[src/rtl/snake_move_scheduler.sv]
// -----------------------------------------------------------------------------
// snake_move_scheduler
//
// Sequences the snake datapath. Runs the game FSM (IDLE/RUN/PAUSE/DEAD),
// merges key and IR turn requests through a 2-entry turn queue that rejects
// reversals, emits a one-cycle move_en step strobe together with the
// direction to apply, and shortens the step period as the score rises.
//
// Ports
//   game_clk      in   1   system clock
//   sys_rst       in   1   synchronous reset, active-high
//   kf_right      in   1   debounced key pulse (highest key priority)
//   kf_left       in   1   debounced key pulse
//   kf_up         in   1   debounced key pulse
//   kf_down       in   1   debounced key pulse (lowest key priority)
//   ir_valid      in   1   one-cycle strobe, ir_code valid
//   ir_code       in   8   NEC command: 43 R, 44 L, 46 U, 15 D, 40 pause toggle
//   die           in   1   collision from datapath, level-sensitive
//   score         in   20  current score, unsigned
//   move_en       out  1   one-cycle step strobe
//   dir           out  2   direction for this step: 00 L, 01 R, 10 D, 11 U
//   restart       out  1   one-cycle pulse asking the datapath to reload
//   game_state    out  2   00 IDLE, 01 RUN, 10 PAUSE, 11 DEAD
//   speed_level   out  4   0..15
// -----------------------------------------------------------------------------
module snake_move_scheduler #(
   parameter int TICK_BASE       = 12_500_000,
   parameter int TICK_STEP       = 1_250_000,
   parameter int TICK_MIN        = 2_500_000,
   parameter int SCORE_PER_LEVEL = 100
) (
   input  logic        game_clk,
   input  logic        sys_rst,
   input  logic        kf_right,
   input  logic        kf_left,
   input  logic        kf_up,
   input  logic        kf_down,
   input  logic        ir_valid,
   input  logic [7:0]  ir_code,
   input  logic        die,
   input  logic [19:0] score,
   output logic        move_en,
   output logic [1:0]  dir,
   output logic        restart,
   output logic [1:0]  game_state,
   output logic [3:0]  speed_level
);

   localparam int CW = $clog2(TICK_BASE + 1);

   localparam logic [1:0] DIR_L = 2'b00;
   localparam logic [1:0] DIR_R = 2'b01;
   localparam logic [1:0] DIR_D = 2'b10;
   localparam logic [1:0] DIR_U = 2'b11;

   localparam logic [CW-1:0] BASE_P = CW'(TICK_BASE);
   localparam logic [CW-1:0] MIN_P  = CW'(TICK_MIN);
   localparam logic [31:0]   SPAN   = 32'(TICK_BASE - TICK_MIN);
   localparam logic [20:0]   SPL    = 21'(SCORE_PER_LEVEL);

   typedef enum logic [1:0] {
      ST_IDLE  = 2'b00,
      ST_RUN   = 2'b01,
      ST_PAUSE = 2'b10,
      ST_DEAD  = 2'b11
   } state_t;

   state_t          state_reg,  state_next;
   logic [1:0]      dir_reg,    dir_next;
   logic            move_en_reg, move_en_next;
   logic            restart_reg, restart_next;
   logic [3:0]      level_reg,  level_next;
   logic [20:0]     thresh_reg, thresh_next;
   logic [CW-1:0]   period_reg, period_next;
   logic [CW-1:0]   cnt_reg,    cnt_next;
   logic [1:0]      q_reg  [2];
   logic [1:0]      q_next [2];
   logic [1:0]      q_cnt_reg,  q_cnt_next;

   // ---------------------------------------------------------------------
   // Request arbitration: one request per cycle, keys before IR,
   // keys ordered R > L > U > D. The pause toggle is an IR request and
   // therefore loses to any key pressed in the same cycle.
   // ---------------------------------------------------------------------
   logic       req_valid;
   logic [1:0] req_dir;
   logic       pause_req;

   always_comb begin
      req_valid = 1'b0;
      req_dir   = DIR_R;
      pause_req = 1'b0;
      if (kf_right) begin
         req_valid = 1'b1;
         req_dir   = DIR_R;
      end else if (kf_left) begin
         req_valid = 1'b1;
         req_dir   = DIR_L;
      end else if (kf_up) begin
         req_valid = 1'b1;
         req_dir   = DIR_U;
      end else if (kf_down) begin
         req_valid = 1'b1;
         req_dir   = DIR_D;
      end else if (ir_valid) begin
         case (ir_code)
            8'h43:   begin req_valid = 1'b1; req_dir = DIR_R; end
            8'h44:   begin req_valid = 1'b1; req_dir = DIR_L; end
            8'h46:   begin req_valid = 1'b1; req_dir = DIR_U; end
            8'h15:   begin req_valid = 1'b1; req_dir = DIR_D; end
            8'h40:   pause_req = 1'b1;
            default: ;
         endcase
      end
   end

   // ---------------------------------------------------------------------
   // Turn queue acceptance. The reference direction is the most recently
   // queued turn (or the current direction when empty). Directions that
   // share bit 1 are either equal or opposite, both of which are dropped.
   // ---------------------------------------------------------------------
   logic [1:0] q_tail;
   logic [1:0] ref_dir;
   logic       accept;

   assign q_tail  = (q_cnt_reg == 2'd2) ? q_reg[1] : q_reg[0];
   assign ref_dir = (q_cnt_reg != 2'd0) ? q_tail : dir_reg;
   assign accept  = req_valid && (req_dir[1] != ref_dir[1]) && (q_cnt_reg != 2'd2);

   // ---------------------------------------------------------------------
   // Step period for the current level, clamped at TICK_MIN without
   // ever forming a negative intermediate.
   // ---------------------------------------------------------------------
   logic [31:0]   level_red;
   logic [CW-1:0] period_calc;

   assign level_red   = 32'(level_reg) * 32'(TICK_STEP);
   assign period_calc = (level_red >= SPAN) ? MIN_P : CW'(32'(TICK_BASE) - level_red);

   // ---------------------------------------------------------------------
   // Next-state and output logic
   // ---------------------------------------------------------------------
   always_comb begin
      state_next   = state_reg;
      dir_next     = dir_reg;
      move_en_next = 1'b0;
      restart_next = 1'b0;
      level_next   = level_reg;
      thresh_next  = thresh_reg;
      period_next  = period_reg;
      cnt_next     = cnt_reg;
      q_next       = q_reg;
      q_cnt_next   = q_cnt_reg;

      case (state_reg)
         ST_IDLE: begin
            if (req_valid) begin
               state_next = ST_RUN;
               dir_next   = req_dir;
               q_cnt_next = 2'd0;
               cnt_next   = '0;
            end
         end

         ST_RUN: begin
            if (die) begin
               // Collision wins over both a same-cycle step and pause.
               state_next = ST_DEAD;
            end else begin
               if (pause_req) begin
                  // Counter is held on the pause cycle so the remaining
                  // step time is preserved exactly across the pause.
                  state_next = ST_PAUSE;
               end else if (cnt_reg == period_reg - CW'(1)) begin
                  cnt_next     = '0;
                  period_next  = period_calc;
                  move_en_next = 1'b1;
                  if (q_cnt_reg != 2'd0) begin
                     dir_next   = q_reg[0];
                     q_next[0]  = q_reg[1];
                     q_cnt_next = q_cnt_reg - 2'd1;
                  end
               end else begin
                  cnt_next = cnt_reg + CW'(1);
               end

               // Enqueue after any pop; acceptance was judged on the
               // pre-pop queue contents.
               if (accept) begin
                  q_next[q_cnt_next[0]] = req_dir;
                  q_cnt_next            = q_cnt_next + 2'd1;
               end

               if (({1'b0, score} >= thresh_reg) && (level_reg != 4'd15)) begin
                  level_next  = level_reg + 4'd1;
                  thresh_next = thresh_reg + SPL;
               end
            end
         end

         ST_PAUSE: begin
            if (pause_req) begin
               state_next = ST_RUN;
            end
         end

         ST_DEAD: begin
            // The waking request is consumed; the game waits in IDLE
            // for a fresh request to start.
            if (req_valid) begin
               state_next   = ST_IDLE;
               restart_next = 1'b1;
               q_cnt_next   = 2'd0;
               dir_next     = DIR_R;
               level_next   = 4'd0;
               thresh_next  = SPL;
               period_next  = BASE_P;
               cnt_next     = '0;
            end
         end

         default: state_next = ST_IDLE;
      endcase
   end

   always_ff @(posedge game_clk) begin
      if (sys_rst) begin
         state_reg   <= ST_IDLE;
         dir_reg     <= DIR_R;
         move_en_reg <= 1'b0;
         restart_reg <= 1'b0;
         level_reg   <= 4'd0;
         thresh_reg  <= SPL;
         period_reg  <= BASE_P;
         cnt_reg     <= '0;
         q_reg[0]    <= DIR_R;
         q_reg[1]    <= DIR_R;
         q_cnt_reg   <= 2'd0;
      end else begin
         state_reg   <= state_next;
         dir_reg     <= dir_next;
         move_en_reg <= move_en_next;
         restart_reg <= restart_next;
         level_reg   <= level_next;
         thresh_reg  <= thresh_next;
         period_reg  <= period_next;
         cnt_reg     <= cnt_next;
         q_reg[0]    <= q_next[0];
         q_reg[1]    <= q_next[1];
         q_cnt_reg   <= q_cnt_next;
      end
   end

   assign move_en     = move_en_reg;
   assign dir         = dir_reg;
   assign restart     = restart_reg;
   assign game_state  = state_reg;
   assign speed_level = level_reg;

endmodule

[config.mk]
export PLATFORM = sky130hd
export DESIGN_NAME = snake_move_scheduler
export DESIGN_NICKNAME = d
export VERILOG_FILES = /design/src/rtl/snake_move_scheduler.sv
export SDC_FILE = /design/constraint.sdc
export NUM_CORES = 1
export LEC_CHECK = 0
export CORE_ASPECT_RATIO = 0.6
export CORE_MARGIN = 1
export CORE_UTILIZATION = 26
export CTS_BUF_LIST = sky130_fd_sc_hd__clkbuf_2
export CTS_CLUSTER_DIAMETER = 30
export DETAILED_ROUTE_END_ITERATION = 8
export PLACE_DENSITY = 0.45
export REMOVE_ABC_BUFFERS = 1
export SKIP_CTS_REPAIR_TIMING = 1
export SLEW_MARGIN = 20
export SYNTH_ARGS = -nofsm -noshare
export SYNTH_HDL_FRONTEND = slang
export SYNTH_SLANG_ARGS = --single-unit
[constraint.sdc]
create_clock -name game_clk -period 5.4 [get_ports game_clk]
set_clock_uncertainty 0.05 [all_clocks]
set_input_delay 1.08 -clock game_clk [delete_from_list [all_inputs] [get_ports game_clk]]
set_output_delay 1.08 -clock game_clk [all_outputs]
set_load 0.03 [all_outputs]
==> impl_results.md <==
* Status: finished clean
* Largest delay contributor family on the critical path: compound AO/OA/AOI/OAI gates
* Port-buffer cells at 43
* Die Wd at roughly 200 um
* Measured slew at the worst slew-check pin at ~0.81 ns
* Post-route antenna net violation count at 0
* R2R Path End: period_reg[10]$_SDFFE_PP1P_
* Final Hold Vio Count at 0
* Highest-delay cell along the critical path: dfxtp_1
* Antenna violations before repair at 1
* Hold Worst Slack at around 0.46 ns
* Vias in the first global route at approximately 5300
* Worst-path cell chain: ha_1 > inv_1 > fa_1 > inv_1 > ha_1 > o211a_1 > a211o_1 > nand2_1 > xnor2_1 > a31oi_1 > or4b_2 > a221oi_2 > buf_4 > nand2_4 > o22a_1
* Num CTS Buffers at 9
* FF-to-FF Start: speed_level[1]$_SDFFE_PP0P_
* Largest register FFs at 24
* Synth top area cells: dfxtp_1 25%, ha_1 10%, xnor2_1 6.2%
* CTS root buf: clkbuf_2
* Synth Flop Type: dfxtp_1
* Post-Synthesis Cells at roughly 800
* Hold worst-path end: cnt_reg[0]$_SDFFE_PP0P_
* Power density of the placed cells at between 200 and 250 mW/mm2
* WP data required at roughly 5.9 ns
* Via density at 5.11
* Tmin final at around 4.6 ns
* Syn_area_per_cell at between 8 and 9 um2
* Register-to-register setup slack at around 0.83 ns
* Routed WL per cell at 15.6 um
* CORE AREA at 0.0235 mm2
* Slew headroom at a little under half
* GR Overflow Total at 0
* Row cnt at 43
* First-pass GRT wire length at 29.2 mm
* Crit. Startpoint: speed_level[1]$_SDFFE_PP0P_
* H-tree levels at 3
* Final wirelength at roughly 18 mm
* TritonCTS Sinks at 78
* Slew Limit Fails at 0
* Pleak at ~0.0027 uW
* Worst Path Buf+Inv at 3
* Final setup viols at 0
* Initial Util at a little over a quarter
* Die area at approximately 0.025 mm2
* TNS Setup at 0 ns
* CP max FO at 9
* Largest net degree at the start of global routing at 42
* Startpoint types: flop
* Critical path's largest stage delay at 0.65 ns
* P&R area growth vs syn at 13.3%
* Share of cells above drive strength 1 at 5.81%
* Top-area cell type share of the netlist area at between 20% and 30%
* Synthesized area at between 0.006 and 0.007 mm2
* Reg2Reg Depth at 15
* Gr usage total at roughly 15%
* Nets at 911
* Clk_lat worst skew at roughly 0.61 ns
* Nature of the critical path endpoint: flop
* Worst min path class: reg2reg
* Most common library cells after synthesis: 85 x nor2_1, 78 x dfxtp_1, 55 x nand2_1
* Power after layout at approximately 1500 uW
* Worst EP arrival at 5.02 ns
* Hold Crit Start: cnt_reg[0]$_SDFFE_PP0P_
* Hpwl dp at around 14 mm
* Unrepaired setup endpoints after global routing: no
* I/O Pins at 46
* CTS tree: done
* Clock Tree Buf Depth at 2
* Most instantiated library cell after synthesis: nor2_1
* Largest area contributor in the netlist: dfxtp_1
* Syn. warnings at 0
* Flops & latches, synth at 78
* Worst IR Drop VDD at about 0.12 mV
* Drt first-iter violations at 386
* Fin crit share at a little over four fifths
* Max Cap Viol at 0
* EDFF count, synth at 0
* DRC errors left at 0
* Vias at approximately 6000
* Hold path cells at 2
* Die height at around 120 um
* Fraction of the yosys area taken by sequential cells at between 20 and 25%
* Asr flop ratio synth at 0%
* Clk pin slew, worst setup/hold paths at ~0.23 ns
* DR pass1 iterations at 4
* Fmax at between 200 and 250 MHz
* Placer congestion estimate at slightly above 0.8
* Crit path kind: reg2reg
* Synth cell types at 85
stage by stage:
step / util, % / area [um2] / cells / setup WS [ns]
2_1_floorplan: - / 6220 / 760 / 0.673
3_3_place_gp: 30.2 / 7110 / 1126 / 0.909
3_5_place_dp: 30.2 / 7110 / 1126 / 0.913
4_1_cts: 30.5 / 7180 / 1141 / 0.844
5_1_grt: 30.6 / 7200 / 1142 / 0.540
6_report: 30.6 / 7200 / 1142 / 0.835
worst max path at each step:
stage / endpoint / slack, ns / cells after the start
3_3_place_gp: period_reg[10]$_SDFFE_PP1P_ / 0.91 / 14
2_1_floorplan: period_reg[10]$_SDFFE_PP1P_ / 0.67 / 13
4_1_cts: period_reg[10]$_SDFFE_PP1P_ / 0.84 / 15
5_1_grt: period_reg[17]$_SDFFE_PP1P_ / 0.54 / 15
3_5_place_dp: period_reg[17]$_SDFFE_PP1P_ / 0.91 / 15
6_report: period_reg[10]$_SDFFE_PP1P_ / 0.83 / 15
worst reg2reg max path, stage by stage (launching register included):
cell and delay [ns]:
dfxtp_1 0.65, ha_1 0.32, inv_1 0.08, fa_1 0.48, inv_1 0.04, ha_1 0.34, o211a_1 0.28, a211o_1 0.33
nand2_1 0.13, xnor2_1 0.23, a31oi_1 0.14, or4b_2 0.65, a221oi_2 0.24, buf_4 0.20, nand2_4 0.11, o22a_1 0.21
metal layers:
| layer | track usage (%) | vias to the layer above | share of wire (%) |
|---|---|---|---|
| met3 | 3.00 | 9 | 4.7 |
| met1 | 24.9 | 2734 | 61 |
| li1 | - | 2975 | - |
| met4 | 3.15 | 0 | 0.75 |
| met2 | 18.2 | 121 | 34 |
| met5 | 0 | - | 0 |
cells in the final DEF (no fill, tap or decap), types with 5 or more instances in the layout:
cell type / count
nor2_1: 85
or3_1: 7
a21o_1: 16
nor3_1: 20
o211a_1: 6
and4_1: 5
and3_1: 14
xor2_1: 31
nand2b_1: 7
clkdlybuf4s50_1: 43
o22ai_1: 5
a311oi_1: 10
mux2i_1: 6
o21a_1: 6
a21oi_1: 39
dfxtp_1: 78
buf_4: 8
o211ai_1: 8
o21ai_0: 19
xnor2_1: 45
nand3_1: 31
nor4_1: 8
a2bb2oi_1: 7
nand2_1: 55
nand4_1: 14
a211oi_1: 12
inv_1: 51
a31oi_1: 9
o22a_1: 5
clkbuf_2: 12
nor2b_1: 7
or2_2: 7
ha_1: 51
a41oi_1: 6
power by group:
part | total (uW) | internal, uW | switching, uW
Combinational | 634 | 234 | 401
Sequential | 627 | 599 | 28.7
Clock | 276 | 60.5 | 216
Total | 1540 | 893 | 645
final cells by class:
class                           instances  area (um2)
Tap cell                              315         394
Fill cell                            2498       16300
Antenna cell                            1        2.50
Clock buffer                           12        60.1
Inverter                               51         191
Timing Repair Buffer                   51         490
Clock inverter                          3        12.5
Sequential cell                        78        1560
Multi-Input combinational cell        631        4480
cells by family (layout without fill, tap and decap cells):
kind of cell,count (synthesis),in the layout,synth area share [%]
AO/OA/AOI/OAI,197,197,22.9
XOR/XNOR,76,76,10.5
adder cells (fa/ha/maj),53,53,10.7
buffers and inverters,82,117,5.08
flip-flops,78,78,24.6
multiplexers,9,9,1.48
other,0,1,0
AND/OR/NAND/NOR,296,296,24.8
No activity file was read; power rests on OpenSTA's default activity.
